--- src/rtl/mips_run_monitor_pkg.sv ---
// Shared types for the MIPS CPU run monitor: FSM states, status codes and a
// width helper for the reset/active-wait phase counter.
package mips_run_monitor_pkg;

  localparam int unsigned STATE_WIDTH  = 3;
  localparam int unsigned STATUS_WIDTH = 2;

  typedef enum logic [STATE_WIDTH-1:0] {
    ST_IDLE     = 3'd0,
    ST_RST      = 3'd1,
    ST_WAIT_ACT = 3'd2,
    ST_RUN      = 3'd3,
    ST_DRAIN    = 3'd4,
    ST_DONE     = 3'd5
  } run_state_t;

  typedef enum logic [STATUS_WIDTH-1:0] {
    STATUS_OK        = 2'd0,
    STATUS_NO_ACTIVE = 2'd1,
    STATUS_TIMEOUT   = 2'd2,
    STATUS_MISMATCH  = 2'd3
  } run_status_t;

  // Bits needed to hold values 0..max_val (at least one bit).
  function automatic int unsigned phase_width(input int unsigned max_val);
    return (max_val < 2) ? 1 : $clog2(max_val + 1);
  endfunction

endpackage

--- src/rtl/mips_run_counter.sv ---
// Saturating, clearable up-counter; hit_c flags that the value being loaded
// on this edge equals cmp_i.
module mips_run_counter #(
  parameter int unsigned CNT_WIDTH = 32
) (
  input  logic                 clk,
  input  logic                 rst,
  input  logic                 clr_i,
  input  logic                 inc_i,
  input  logic [CNT_WIDTH-1:0] cmp_i,
  output logic [CNT_WIDTH-1:0] cnt_o,
  output logic                 hit_c
);

  logic [CNT_WIDTH-1:0] cnt_q;
  logic [CNT_WIDTH-1:0] cnt_d;

  always_comb begin
    cnt_d = cnt_q;
    if (clr_i) begin
      cnt_d = '0;
    end else if (inc_i && (cnt_q != {CNT_WIDTH{1'b1}})) begin
      cnt_d = cnt_q + CNT_WIDTH'(1);
    end
  end

  always_ff @(posedge clk or posedge rst) begin
    if (rst) begin
      cnt_q <= '0;
    end else begin
      cnt_q <= cnt_d;
    end
  end

  assign cnt_o = cnt_q;
  assign hit_c = (cnt_d == cmp_i);

endmodule

--- src/rtl/mips_cpu_run_monitor.sv ---
// Run control and result capture for one MIPS CPU: reset, wait for active,
// count to halt or timeout, capture v0. MIPS_RUN_MONITOR_COMPARE_EN adds the v0 check.
module mips_cpu_run_monitor
  import mips_run_monitor_pkg::*;
#(
  parameter int unsigned DATA_WIDTH   = 32,
  parameter int unsigned CNT_WIDTH    = 32,
  parameter int unsigned RESET_CYCLES = 1,
  parameter int unsigned ACTIVE_WAIT  = 1
) (
  input  logic                  clk,
  input  logic                  reset,
  input  logic                  start,
  input  logic [CNT_WIDTH-1:0]  timeout_cycles,
  input  logic [DATA_WIDTH-1:0] expected_v0,
  input  logic                  cpu_active,
  input  logic [DATA_WIDTH-1:0] cpu_register_v0,
  output logic                  cpu_reset,
  output logic                  cpu_clk_enable,
  output logic                  busy,
  output logic                  done,
  output logic [1:0]            status,
  output logic [DATA_WIDTH-1:0] result_v0,
  output logic [CNT_WIDTH-1:0]  cycle_count
);

  localparam int unsigned PH_WIDTH = phase_width(RESET_CYCLES + ACTIVE_WAIT);
  localparam logic [PH_WIDTH-1:0] RST_LAST  = PH_WIDTH'(RESET_CYCLES - 1);
  localparam logic [PH_WIDTH-1:0] WAIT_LAST = PH_WIDTH'(ACTIVE_WAIT);

  run_state_t            state_q, state_d;
  run_status_t           status_q, status_d;
  logic                  cpu_reset_q, cpu_reset_d;
  logic                  cpu_clk_enable_q, cpu_clk_enable_d;
  logic                  busy_q, busy_d;
  logic                  done_q, done_d;
  logic [DATA_WIDTH-1:0] result_v0_q, result_v0_d;
  logic [CNT_WIDTH-1:0]  timeout_q, timeout_d;
  logic [PH_WIDTH-1:0]   ph_q, ph_d;
  logic                  start_acc_c;
  logic                  cnt_inc_c;
  logic                  cnt_hit_c;
  logic                  mismatch_c;
  logic [CNT_WIDTH-1:0]  cnt_val;

  assign start_acc_c = start && ((state_q == ST_IDLE) || (state_q == ST_DONE));
  assign cnt_inc_c   = (state_q == ST_RUN) && cpu_active;

  mips_run_counter #(.CNT_WIDTH(CNT_WIDTH)) u_counter (
    .clk   (clk),
    .rst   (reset),
    .clr_i (start_acc_c),
    .inc_i (cnt_inc_c),
    .cmp_i (timeout_q),
    .cnt_o (cnt_val),
    .hit_c (cnt_hit_c)
  );

`ifdef MIPS_RUN_MONITOR_COMPARE_EN
  logic [DATA_WIDTH-1:0] expected_q, expected_d;

  assign expected_d = start_acc_c ? expected_v0 : expected_q;
  assign mismatch_c = (cpu_register_v0 != expected_q);

  always_ff @(posedge clk or posedge reset) begin
    if (reset) begin
      expected_q <= '0;
    end else begin
      expected_q <= expected_d;
    end
  end
`else
  logic unused_expected;

  assign unused_expected = ^expected_v0;
  assign mismatch_c      = 1'b0;
`endif

  // State register.
  always_ff @(posedge clk or posedge reset) begin
    if (reset) begin
      state_q <= ST_IDLE;
    end else begin
      state_q <= state_d;
    end
  end

  // Next state; a halt (active low) takes priority over the timeout hit.
  always_comb begin
    state_d = state_q;
    case (state_q)
      ST_IDLE, ST_DONE: if (start) state_d = ST_RST;
      ST_RST:           if (ph_q == RST_LAST) state_d = ST_WAIT_ACT;
      ST_WAIT_ACT: begin
        if (cpu_active)             state_d = ST_RUN;
        else if (ph_q == WAIT_LAST) state_d = ST_DONE;
      end
      ST_RUN: begin
        if (!cpu_active)                         state_d = ST_DRAIN;
        else if ((timeout_q != '0) && cnt_hit_c) state_d = ST_DONE;
      end
      ST_DRAIN:         state_d = ST_DONE;
      default:          state_d = ST_IDLE;
    endcase
  end

  // Registered outputs are decoded from the next state so they line up with it.
  always_comb begin
    cpu_reset_d      = 1'b1;
    cpu_clk_enable_d = 1'b0;
    busy_d           = 1'b0;
    done_d           = 1'b0;
    status_d         = status_q;
    result_v0_d      = result_v0_q;
    timeout_d        = timeout_q;
    ph_d             = '0;

    case (state_d)
      ST_RST: begin
        cpu_clk_enable_d = 1'b1;
        busy_d           = 1'b1;
      end
      ST_WAIT_ACT, ST_RUN, ST_DRAIN: begin
        cpu_reset_d      = 1'b0;
        cpu_clk_enable_d = 1'b1;
        busy_d           = 1'b1;
      end
      ST_DONE: begin
        cpu_reset_d = 1'b0;
        done_d      = 1'b1;
      end
      default: ;
    endcase

    if (start_acc_c) begin
      status_d    = STATUS_OK;
      result_v0_d = '0;
      timeout_d   = timeout_cycles;
    end

    case (state_q)
      ST_RST: if (state_d == ST_RST) ph_d = ph_q + PH_WIDTH'(1);
      ST_WAIT_ACT: begin
        if (state_d == ST_WAIT_ACT)  ph_d = ph_q + PH_WIDTH'(1);
        else if (state_d == ST_DONE) status_d = STATUS_NO_ACTIVE;
      end
      ST_RUN: begin
        if (state_d == ST_DONE) begin
          status_d    = STATUS_TIMEOUT;
          result_v0_d = cpu_register_v0;
        end
      end
      ST_DRAIN: begin
        result_v0_d = cpu_register_v0;
        status_d    = mismatch_c ? STATUS_MISMATCH : STATUS_OK;
      end
      default: ;
    endcase
  end

  always_ff @(posedge clk or posedge reset) begin
    if (reset) begin
      cpu_reset_q      <= 1'b1;
      cpu_clk_enable_q <= 1'b0;
      busy_q           <= 1'b0;
      done_q           <= 1'b0;
      status_q         <= STATUS_OK;
      result_v0_q      <= '0;
      timeout_q        <= '0;
      ph_q             <= '0;
    end else begin
      cpu_reset_q      <= cpu_reset_d;
      cpu_clk_enable_q <= cpu_clk_enable_d;
      busy_q           <= busy_d;
      done_q           <= done_d;
      status_q         <= status_d;
      result_v0_q      <= result_v0_d;
      timeout_q        <= timeout_d;
      ph_q             <= ph_d;
    end
  end

  assign cpu_reset      = cpu_reset_q;
  assign cpu_clk_enable = cpu_clk_enable_q;
  assign busy           = busy_q;
  assign done           = done_q;
  assign status         = status_q;
  assign result_v0      = result_v0_q;
  assign cycle_count    = cnt_val;

endmodule

--- config.mk ---
export PLATFORM = sky130hd
export DESIGN_NAME = mips_cpu_run_monitor
export DESIGN_NICKNAME = d
export VERILOG_FILES = /design/src/rtl/mips_run_monitor_pkg.sv /design/src/rtl/mips_run_counter.sv /design/src/rtl/mips_cpu_run_monitor.sv
export SDC_FILE = /design/constraint.sdc
export NUM_CORES = 1
export LEC_CHECK = 0
export CAP_MARGIN = 40
export CORE_MARGIN = 2
export CORE_UTILIZATION = 38
export CTS_CLUSTER_SIZE = 16
export DETAILED_ROUTE_END_ITERATION = 10
export PLACE_DENSITY = 0.68
export SYNTH_ARGS = -nofsm -noshare
export SYNTH_HDL_FRONTEND = slang
export SYNTH_SLANG_ARGS = --single-unit
--- constraint.sdc ---
create_clock -name clk -period 4.45 [get_ports clk]
set_input_delay 0.89 -clock clk [delete_from_list [all_inputs] [get_ports clk]]
set_output_delay 0.89 -clock clk [all_outputs]
set_load 0.02 [all_outputs]
## Yosys cells after proc, flatten, opt, wreduce, memory -nomap -nowiden

Cells that the tools add are included.
W data, S select, Z words.

| cells by class | value |
|---|---|
| multipliers | 0 |
| equality and inequality tests | 13 |
| divide/modulo/power cells | 0 |
| shifts and indexed selects | 0 |
| $lt $le $gt $ge | 0 |
| add/sub/neg operators | 2 |
| multiplexer cells | 23 |
| reduce and logical (&&, ||, !) cells | 11 |
| bitwise logic cells | 0 |

Operator list:

| operator | count |
|---|---|
| $mux W32 | 4 |
| $pmux W32 S2 | 1 |
| $add A32 B1 Y32 const B | 1 |
| $eq A32 B32 Y1 | 1 |
| $ne A32 B32 Y1 const B | 1 |
| $reduce_bool A32 Y1 | 1 |
| $mux W3 | 6 |
| $pmux W3 S5 | 1 |
| $eq A3 B2 Y1 const B | 4 |
| $eq A3 B3 Y1 const B | 4 |
| $mux W2 | 6 |
| $reduce_or A4 Y1 | 2 |
| $eq A3 B1 Y1 const B | 2 |
| $pmux W2 S3 | 1 |
| $logic_and A1 B1 Y1 | 4 |
| $pmux W2 S2 | 1 |
| $logic_not A3 Y1 | 1 |
| $mux W1 | 3 |
| $add A2 B1 Y2 const B | 1 |
| $eq A2 B1 Y1 const B | 1 |
| $logic_not A2 Y1 | 1 |
| $reduce_or A2 Y1 | 1 |
| $logic_or A1 B1 Y1 | 1 |

| word-level totals | value |
|---|---|
| bits in registers | 106 |
| word-level logic and storage cells | 58 |
| bits in latches | 0 |
| input bits | 100 |
| output and inout port bits | 70 |
| RAM bits | 0 |
| memory bits (read-only) | 0 |
| memories | 0 |

## Depth between registers and ports, before layout

| depth | value |
|---|---|
| word-level depth | 14 |
| gate-level depth with buffers | 14 |
| gate-level depth less buffers | 11 |

## Modules after synthesis

Synthesis repeated with hierarchy kept, for this count alone.

| second synthesis, totals | value |
|---|---|
| cells, all modules | 689 |
| area, all modules | 6369.9 um^2 |

Modules (own cells, without submodules):

| module | cells each | times used | area an instance (um^2) | seq. area each (um^2) |
|---|---|---|---|---|
| mips_cpu_run_monitor | 323 | 1 | 3419.5 | 1853.0 |
| mips_run_counter | 366 | 1 | 2950.3 | 800.8 |

## Least setup slack after synthesis

Ideal clock, no wire load.

| timing path | value |
|---|---|
| path type | reg-to-reg |
| start | register u_counter.cnt_q[0] (netlist: u_counter.cnt_o[0]) |
| end | register result_v0_q[0] (netlist: result_v0[0]) |
| clock period less this slack | 3700 ps |
| required time | 4331 ps |
| cell stages (with the launch flop) | 13 |
| path slack | 750 ps |
| buffers on the path | 1 |
| data arrival time | 3582 ps |
| setup time | 119 ps |
| path through | dfrtp_1 ha_1 nand4_2 or4_1 o211ai_2 mux2i_1 nor2b_1 or4b_1 nor4_4 nand4_4 buf_6 nand4_1 a21bo_1 |

| on the way | value |
|---|---|
| longest elaborated chain between the ends | 12 |
| elaborated cells between the ends (all ways) | 13 |
| those cells by class | add/sub: 1; eq/ne: 3; mux: 7; reduce/logical: 2 |

RTL lines:

| what | RTL line | text |
|---|---|---|
| start, declared | mips_run_counter.sv:15 | `logic [CNT_WIDTH-1:0] cnt_q;` |
| start signal, assigned | mips_run_counter.sv:31 | `cnt_q <= cnt_d;` |
| branches (longest 2 deep; another with $add A32 B1 Y32) | n/a |  |
| $mux W32 * | mips_run_counter.sv:22 | `end else if (inc_i && (cnt_q != {CNT_WIDTH{1'b1}})) begin` |
| $mux W32 * | mips_run_counter.sv:20 | `if (clr_i) begin` |
| net u_counter.cnt_d[6] | mips_run_counter.sv:16 | `logic [CNT_WIDTH-1:0] cnt_d;` |
| $eq A32 B32 Y1 * | mips_run_counter.sv:36 | `assign hit_c = (cnt_d == cmp_i);` |
| $logic_and A1 B1 Y1 * | mips_cpu_run_monitor.sv:100 | `else if ((timeout_q != '0) && cnt_hit_c) state_d = ST_DONE;` |
| $mux W3 * | mips_cpu_run_monitor.sv:100 |  |
| $mux W3 * | mips_cpu_run_monitor.sv:99 | `if (!cpu_active) state_d = ST_DRAIN;` |
| $pmux W3 S5 * | mips_cpu_run_monitor.sv:91 | `case (state_q)` |
| $eq A3 B3 Y1 * | mips_cpu_run_monitor.sv:148 | `if (state_d == ST_DONE) begin` |
| $mux W32 * | mips_cpu_run_monitor.sv:148 |  |
| $pmux W32 S2 * | mips_cpu_run_monitor.sv:141 | `case (state_q)` |
| net result_v0_d[0] | mips_cpu_run_monitor.sv:37 | `logic [DATA_WIDTH-1:0] result_v0_q, result_v0_d;` |
| end signal, assigned | mips_cpu_run_monitor.sv:177 | `result_v0_q <= result_v0_d;` |
| end, declared | mips_cpu_run_monitor.sv:37 |  |

Mark *: on every way through the listed nets, which the timed path passes.
A chain may end at the register's enable or synchronous reset.

## Final worst setup path

| timing path | value |
|---|---|
| start | input port cpu_active |
| end | register result_v0_q[30] (netlist: result_v0[30]) |

| on the way | value |
|---|---|
| longest elaborated chain between the ends | 12 |
| elaborated cells between the ends (all ways) | 13 |
| those cells by class | eq/ne: 2; mux: 8; reduce/logical: 3 |

RTL lines:

| what | RTL line | text |
|---|---|---|
| start, declared | mips_cpu_run_monitor.sv:16 | `input logic cpu_active,` |
| $logic_and A1 B1 Y1 | mips_cpu_run_monitor.sv:47 | `assign cnt_inc_c = (state_q == ST_RUN) && cpu_active;` |
| $logic_and A1 B1 Y1 | mips_run_counter.sv:22 |  |
| $mux W32 | mips_run_counter.sv:22 |  |
| $mux W32 | mips_run_counter.sv:20 |  |
| $eq A32 B32 Y1 | mips_run_counter.sv:36 |  |
| $logic_and A1 B1 Y1 | mips_cpu_run_monitor.sv:100 |  |
| $mux W3 | mips_cpu_run_monitor.sv:100 |  |
| $mux W3 | mips_cpu_run_monitor.sv:99 |  |
| $pmux W3 S5 * | mips_cpu_run_monitor.sv:91 |  |
| $eq A3 B3 Y1 * | mips_cpu_run_monitor.sv:148 |  |
| $mux W32 * | mips_cpu_run_monitor.sv:148 |  |
| $pmux W32 S2 * | mips_cpu_run_monitor.sv:141 |  |
| net result_v0_d[30] | mips_cpu_run_monitor.sv:37 |  |

The timed path passes the listed nets; every way through them passes the cells marked *.

==> impl_results.md <==
- Status: completed
- Clk_lat worst skew: 0.36 ns
- Most common cell in the netlist: nand2_1
- Period minus WS final: 4.26 ns
- Initial antenna violation count: 0
- Seq cells post-synth: 106
- Max cap viols: 0
- CP max FO: 10
- Final core utilization: 53.0%
- Number of global-route vias before repair: 5702
- Leak Pwr: 0.00381 uW
- Reg clk slew, reported paths: 0.07 ns
- Synth top area share: 42.1%
- Mapped Nets: 787
- CP Data Required Time: 4.69 ns
- Slew headroom: 45.3%
- Post-route ant nets: 0
- Pre-antenna DRT Iters: 5
- Post-synth EDFFs: 0
- First-pass GRT wire length: 31.8 mm
- Crit path DAT: 4.50 ns
- Top cells by area, synth: dfrtp_1 42%, nand2_1 6.6%, nand4_1 5.6%
- # diodes: 0
- Class of the worst hold path: reg -> reg
- Combinational Power Share: 42.6%
- Fin Setup TNS: 0 ns
- Maximum vdd drop: 0.276 mV
- Worst r2r dst: result_v0[30]
- Core area: 15900 sq um
- Clock Skew: 0.00898 ns
- RR Startpoint: u_counter.cnt_o[13]
- Initial Util: 39.1%
- Yosys top cell by area: dfrtp_1
- CTS tree: done
- Global route total overflow: 0
- Layout cells sized above 1: 12.5%
- Hold Buf Count CTS: 0
- Final slew viol count: 0
- Worst Tran Pin Value: 0.821 ns
- Largest family of logic cells by synthesized area: simple AND/OR/NAND/NOR gates
- Fin crit share: 95.7%
- Avg Inst Size Synth: 9.12 sq um
- Cts bufs inserted: 9
- Final setup vio count: 0
- Cell-internal power: 2440 uW
- WS Path Type: in -> reg
- R2R depth: 12
- DR iter-0 viols: 647
- Clock network power share: 20.8%
- Compound-Gate Fraction of Synth Area: 17.2%
- Hold endpoint: ph_q[0]
- WHS Path Cells: 1
- XOR/XNOR Fraction of Synth Area: 3.79%
- Final WS setup: 0.191 ns
- Adder-Cell Fraction of Synth Area: 0.602%
- Startpoint types: input pin
- Via count: 6034
- Fill cell count: 1493
- Die height: 132 um
- Sw Pwr: 1610 uW
- RD Place Congestion: 0.962
- Post-synthesis simple-gate area fraction: 30.3%
- Sequential Area: 2650 sq um
- Number of top-level pins: 170
- Worst setup EP type: register
- Dominant synthesized flop cell: dfrtp_1
- # clock sinks: 106
- Critical Path Start: cpu_active
- R2R Setup Slk: 0.42 ns
- Post-synthesis mux area share: 0.963%
- Setup Buffers After CTS: 0
- Sequential Power Share: 36.6%
- Synth-to-layout area growth: 35.4%
- Hold path start: ph_q[0]
- Max Buffers Root-to-Sink: 2
- Chip width: 132 um
- Die ar.: 17500 sq um
- Sw Share: 39.8%
- Post-DP HPWL: 15.0 mm
- Pin count of the biggest net entering global routing: 64
- Syn Std Cell Area: 6240 sq um
- Resize count post-CTS: 0
- DRC violations left: 0
- Power Dens Cells: 479 nW/um^2
- Total GRT Usage: 23.0%
- Fmax: 235 MHz
- Synth cell types: 74
- Vias per std cell: 5.66
- Unrepaired setup endpoints after global routing: false
- WL/cell: 18.7 um
- Multi-input logic area: 3310 sq um
- Sequential fraction of the synthesis area: 42.5%
- Synth cell count leaders: 110 x nand2_1, 105 x dfrtp_1, 56 x nand4_1
- Final Hold Viols: 0
- Post-synth ARST share: 100%
- Synth Warn #: 0
- Row count: 46
- Place WS: -0.107 ns
- Final net count: 948
- Clock root buffer: clkbuf_16
- Routed WL: 19.9 mm
- H-tree depth: 3
- PortBufs: 137
- Mapped Cells: 684
## cell type report
cell class | count | area share [%]
Inverter | 18 | 0.830
Tap cell | 216 | 3.20
Clock inverter | 4 | 0.696
Multi-Input combinational cell | 519 | 39.2
Clock buffer | 12 | 3.04
Timing Repair Buffer | 191 | 21.6
Sequential cell | 106 | 31.4
## power groups by stage
stage	Clock, uW	Combinational (uW)	Sequential (uW)
after floorplan	0	1030	1480
after global placement	0	1690	1490
after detailed placement	0	1720	1490
after CTS	868	1720	1480
after global routing	900	1890	1510
final	842	1730	1480
## metrics by stage
step	area [sq um]	cells	total power (uW)	hold WS, ns
6_report	8450	1066	4050	0.468
5_1_grt	8450	1066	4310	0.488
4_1_cts	8440	1066	4070	0.474
3_5_place_dp	8130	1050	3210	0.464
3_3_place_gp	8130	1050	3180	0.454
2_1_floorplan	6240	684	2510	0.438
## flip-flops by register name, indices dropped and copies added (netlist names)
name / count
state_q: 3
busy: 1
u_counter.cnt_o: 32
done: 1
cpu_reset: 1
status: 2
result_v0: 32
ph_q: 2
timeout_q: 32
## cells in the final DEF (no fill, tap or decap), types with 7 or more instances in the layout
cell type / count
a211oi_1: 11
a21bo_1: 28
a21oi_1: 17
a31oi_1: 7
and2_1: 7
and3_1: 8
buf_4: 50
clkbuf_16: 9
clkdlybuf4s50_1: 137
dfrtp_1: 105
inv_1: 17
nand2_1: 109
nand2b_1: 13
nand3_1: 21
nand4_1: 56
nor2_1: 37
nor3_1: 13
nor4_1: 18
o21ai_0: 28
or2_2: 7
or3_1: 8
or4_1: 7
xnor2_1: 16
xor2_1: 11
## worst max-delay path by stage
stage / slack, ns / depth (start not counted) / end
3_5_place_dp: -0.11 / 14 / result_v0[30]
4_1_cts: 0.25 / 14 / result_v0[30]
5_1_grt: 0.01 / 14 / result_v0[30]
6_report: 0.19 / 14 / result_v0[30]
2_1_floorplan: 0.75 / 12 / result_v0[0]
3_3_place_gp: -0.11 / 14 / result_v0[28]
## layer usage
| metal | track usage [%] | vias up | share of wire [%] |
|---|---|---|---|
| li1 | - | 2846 | - |
| met1 | 32.6 | 2914 | 46 |
| met2 | 35.2 | 229 | 45 |
| met3 | 4.15 | 45 | 6.6 |
| met4 | 8.51 | 0 | 2.8 |
| met5 | 0 | - | 0 |
## worst max-delay path, stage by stage
cell and delay (ns):
clkdlybuf4s50_1 0.51, nand4b_1 0.21, buf_4 0.23, or4_1 0.54
a2111oi_2 0.42, xnor2_1 0.22, or3_1 0.15, nand4b_1 0.14
nor4_2 0.26, buf_4 0.16, nand4_4 0.21, buf_4 0.26
nand4_1 0.08, a21bo_1 0.21
## kinds of logic after synthesis
kind of cell               Yosys count
and+or+nand+nor                    341
AOI/OAI and AO/OA                  142
DFF                                106
buffers and inverters               59
xor gates and xnor gates            27
muxes                                6
adders and majority gates            3
No activity file was read; power rests on OpenSTA's default activity.
